File: src/rtl/pe_result_drain.sv
// Result drain for the 8x8 convolution PE array: waits out the array
// latency, snapshots the result bus, then streams results over valid/ready.
module pe_result_drain #(
    parameter int NUM_RES = 8,
    parameter int RES_W   = 9,
    parameter int LAT     = 2,
    localparam int IDX_W  = (NUM_RES > 1) ? $clog2(NUM_RES) : 1
) (
    input  logic                     clk,
    input  logic                     rst,
    input  logic                     start,
    input  logic [NUM_RES*RES_W-1:0] conv_out,
    output logic                     busy,
    output logic [RES_W-1:0]         m_data,
    output logic [IDX_W-1:0]         m_idx,
    output logic                     m_valid,
    input  logic                     m_ready,
    output logic                     m_last,
    output logic                     done
);

    typedef enum logic [1:0] {
        IDLE = 2'd0,
        WAIT = 2'd1,
        SEND = 2'd2,
        DONE = 2'd3
    } state_t;

    localparam logic [3:0]       WCNT_INIT = 4'(LAT - 1);
    localparam logic [IDX_W-1:0] LAST_IDX  = IDX_W'(NUM_RES - 1);

    state_t             state_q;
    logic [3:0]         wcnt_q;
    logic [IDX_W-1:0]   idx_q;
    logic [IDX_W-1:0]   idx_d;
    logic [RES_W-1:0]   cap_q [NUM_RES];
    logic [RES_W-1:0]   res_w [NUM_RES];
    logic [RES_W-1:0]   m_data_q;
    logic               busy_q;
    logic               m_valid_q;
    logic               m_last_q;
    logic               done_q;

    always_comb begin
        for (int k = 0; k < NUM_RES; k++) begin
            res_w[k] = conv_out[k*RES_W +: RES_W];
        end
    end

    assign idx_d = idx_q + 1'b1;

    // Outputs are registered so m_valid never depends combinationally on m_ready.
    always_ff @(posedge clk or posedge rst) begin
        if (rst) begin
            state_q   <= IDLE;
            wcnt_q    <= '0;
            idx_q     <= '0;
            m_data_q  <= '0;
            busy_q    <= 1'b0;
            m_valid_q <= 1'b0;
            m_last_q  <= 1'b0;
            done_q    <= 1'b0;
            for (int k = 0; k < NUM_RES; k++) begin
                cap_q[k] <= '0;
            end
        end else begin
            unique case (state_q)
                IDLE: begin
                    if (start) begin
                        state_q <= WAIT;
                        wcnt_q  <= WCNT_INIT;
                        busy_q  <= 1'b1;
                    end
                end
                WAIT: begin
                    if (wcnt_q == '0) begin
                        for (int k = 0; k < NUM_RES; k++) begin
                            cap_q[k] <= res_w[k];
                        end
                        idx_q     <= '0;
                        m_data_q  <= res_w[0];
                        m_last_q  <= (LAST_IDX == '0);
                        m_valid_q <= 1'b1;
                        state_q   <= SEND;
                    end else begin
                        wcnt_q <= wcnt_q - 1'b1;
                    end
                end
                SEND: begin
                    if (m_ready) begin
                        if (idx_q == LAST_IDX) begin
                            m_valid_q <= 1'b0;
                            m_last_q  <= 1'b0;
                            done_q    <= 1'b1;
                            state_q   <= DONE;
                        end else begin
                            idx_q    <= idx_d;
                            m_data_q <= cap_q[idx_d];
                            m_last_q <= (idx_d == LAST_IDX);
                        end
                    end
                end
                DONE: begin
                    done_q  <= 1'b0;
                    busy_q  <= 1'b0;
                    state_q <= IDLE;
                end
                default: begin
                    state_q <= IDLE;
                end
            endcase
        end
    end

    assign busy    = busy_q;
    assign m_data  = m_data_q;
    assign m_idx   = idx_q;
    assign m_valid = m_valid_q;
    assign m_last  = m_last_q;
    assign done    = done_q;

endmodule

File: config.mk
export PLATFORM = sky130hd
export DESIGN_NAME = pe_result_drain
export DESIGN_NICKNAME = d
export VERILOG_FILES = /design/src/rtl/pe_result_drain.sv
export SDC_FILE = /design/constraint.sdc
export NUM_CORES = 1
export LEC_CHECK = 0
export BUFFER_PORTS_ARGS = -buffer_cell sky130_fd_sc_hd__buf_2
export CAP_MARGIN = 20
export CORE_MARGIN = 4
export CORE_UTILIZATION = 45
export DETAILED_ROUTE_END_ITERATION = 7
export GPL_ROUTABILITY_DRIVEN = 1
export PLACE_DENSITY = 0.68
export REMOVE_ABC_BUFFERS = 1
export SYNTH_ARGS = -nofsm -noshare
export SYNTH_HDL_FRONTEND = slang
export SYNTH_SLANG_ARGS = --single-unit
File: constraint.sdc
create_clock -name clk -period 5.1 [get_ports clk]
set_input_delay 1.275 -clock clk [delete_from_list [all_inputs] [get_ports clk]]
set_output_delay 1.275 -clock clk [all_outputs]
set_load 0.1 [all_outputs]
==> results.sh <==
export IMPL_crit_path_end_kind="flop"
export IMPL_slew_headroom=0.388
export IMPL_reg2reg_to="state_q[1]"
export IMPL_via_per_inst=5.02
export IMPL_core_um2=9730
export IMPL_crit_type="reg -> reg"
export IMPL_layout_setup_ws_ns=2.36
export IMPL_gp_congestion=0.781
export IMPL_drive_gt1_frac=0.208
export IMPL_r2r_start="state_q[1]"
export IMPL_r2r_slack_ns=2.36
export IMPL_grt_max_degree=86
export IMPL_setup_violations=0
export IMPL_cts_hold_buf=0
export IMPL_min_path_cells=2
export IMPL_cts_buffers=9
export IMPL_path_clk_slew_ns=0.09
export IMPL_postRouteAntennaNets=0
export IMPL_avgSynthCellArea_um2=9.27
export IMPL_period_needed_ns=2.74
export IMPL_worst_ep_required_time_ns=5.35
export IMPL_clock_fmax_mhz=365
export IMPL_grt_usage=0.189
export IMPL_synthTopCellsByArea="dfrtp_1 (53%), nand2_1 (17%), mux2i_1 (8.7%), ha_1 (2.8%), o32a_1 (2.2%)"
export IMPL_critPathArrivalTime_ns=2.99
export IMPL_drtPass1Iterations=5
export IMPL_drc_errors=0
export IMPL_hold_class="reg -> reg"
export IMPL_synth_seq_cells=94
export IMPL_fin_skew_ns=0.00830
export IMPL_hold_start="cap_q[17]"
export IMPL_final_setup_tns_ns=0
export IMPL_syn_area_um2=4470
export IMPL_status="finished, final reports clean"
export IMPL_worstSkewPairLatency_ns=0.36
export IMPL_grt_pass1_wl_mm=17.1
export IMPL_hold_viol=0
export IMPL_io_pins=92
export IMPL_synthFlopType="dfrtp_1"
export IMPL_critPathMaxFanout=40
export IMPL_ys_warnings_count=0
export IMPL_critPathLaunchType="flop"
export IMPL_numPortBuffers=91
export IMPL_yosysSeqAreaShare=0.526
export IMPL_fillers=940
export IMPL_ir_worst_vdd_mv=0.355
export IMPL_synth_enable_flop_cells=0
export IMPL_synth_common_cells="nand2_1 (204), dfrtp_1 (94), mux2i_1 (39), inv_1 (22), o21ai_0 (14)"
export IMPL_max_cap_violations=0
export IMPL_final_max_slew_viol_count=0
export IMPL_antenna_found_initial=0
export IMPL_initial_utilization=0.459
export IMPL_hold_end="cap_q[17]"
export IMPL_p_leak_nw=2.76
export IMPL_cts_tree="done"
export IMPL_synth_top_area_share=0.526
export IMPL_pre_cts_slack_ns=2.34
export IMPL_vias=3520
export IMPL_cts_buffer_depth=2
export IMPL_tightest_slew_ns=0.917
export IMPL_die_area_um2=11600
export IMPL_nets=649
export IMPL_period_share=0.537
export IMPL_die_w_um=108
export IMPL_grt_pass1_vias=3440
export IMPL_yosysUniqueCellTypes=37
export IMPL_synth_most_common_cell="nand2_1"
export IMPL_cts_resized=0
export IMPL_power_w=0.00361
export IMPL_routed_wl_mm=10.4
export IMPL_root_buffer="clkbuf_8"
export IMPL_clock_sinks=94
export IMPL_reg2reg_depth=7
export IMPL_cts_setup_buffers=0
export IMPL_yosysTopAreaCell="dfrtp_1"
export IMPL_drtIter0Drc=163
export IMPL_area_growth_pct=17.2
export IMPL_diodes=0
export IMPL_ys_async_sr_fraction=1.00
export IMPL_row_count=36
export IMPL_wl_per_cell_um=14.8
export IMPL_dpl_hpwl_mm=7.01
export IMPL_syn_inst=482
export IMPL_fin_hold_ws_ns=0.481
export IMPL_p_per_area_nw_per_um2=689
export IMPL_grt_setup_unrepaired="false"
export IMPL_htree_levels=3
export IMPL_die_y_um=108
export IMPL_grt_overflow_total=0
==> state kept, by name, summed over array words and instances (netlist names) <==
register,flops
m_last,1
done,1
state_q,2
busy,1
m_idx,3
cap_q,72
m_valid,1
wcnt_q,4
m_data,9
==> per-stage QoR <==
stage	util	cells	area (um2)
2_1_floorplan	-	457	4350
3_3_place_gp	0.514	684	5000
3_5_place_dp	0.516	685	5020
4_1_cts	0.538	701	5240
5_1_grt	0.538	701	5240
6_report	0.538	701	5240
==> power by group <==
group	leakage [nW]	total (W)	switching (W)	internal, W
Clock	0.108	0.000534	0.000275	0.000259
Combinational	1.52	0.00174	0.00113	0.000613
Sequential	1.13	0.00133	0.000215	0.00111
==> kinds of logic (layout without fill, tap and decap cells) <==
logic type	Yosys count	count (layout)	synth area share
AND/OR/NAND/NOR	233	233	0.211
flip-flops	94	94	0.526
AO/OA/AOI/OAI	58	58	0.0996
buffers and inverters	47	133	0.0451
multiplexers	40	40	0.0898
adder cells (fa/ha/maj)	10	10	0.0280
==> final cells by class <==
cell class | instances | area (um2) | share of cell area
Timing Repair Buffer | 95 | 498 | 0.0951
Tap cell | 133 | 166 | 0.0318
Clock inverter | 5 | 66.3 | 0.0127
Clock buffer | 11 | 151 | 0.0289
Sequential cell | 94 | 2350 | 0.449
Multi-Input combinational cell | 341 | 1920 | 0.366
Inverter | 22 | 83.8 | 0.0160
==> cell usage in the layout (no fill, tap or decap), types with 11 or more instances in the layout <==
cell type,n
o22ai_1,12
clkbuf_8,11
mux2i_1,39
buf_2,91
nand2_1,204
inv_1,21
o21ai_0,14
dfrtp_1,94
==> routing by layer <==
layer / GRT usage / up-vias / routed length (um) / share of wire
li1: - / 1758 / - / -
met1: 0.253 / 1669 / 4810 / 0.46
met2: 0.313 / 83 / 4960 / 0.48
met3: 0.0444 / 10 / 502 / 0.048
met4: 0.0406 / 0 / 87 / 0.0084
met5: 0 / - / 0 / 0
==> how the worst max path moves through the flow <==
stage	depth (start not counted)	start	slack (ns)	end
2_1_floorplan	1	rst	1.38	busy
3_3_place_gp	5	m_ready	2.42	m_data[6]
3_5_place_dp	7	state_q[1]	2.34	state_q[1]
4_1_cts	7	state_q[1]	2.34	state_q[1]
5_1_grt	7	state_q[1]	2.07	state_q[1]
6_report	7	state_q[1]	2.36	state_q[1]
==> critical path, cell delays in order (launching register included) <==
cell,delay (ns)
dfrtp_1,0.43
inv_1,0.09
ha_1,0.32
and4bb_2,0.65
buf_4,0.49
nor2_4,0.09
a211oi_2,0.21
mux2_1,0.34
No activity file was read; power rests on OpenSTA's default activity.
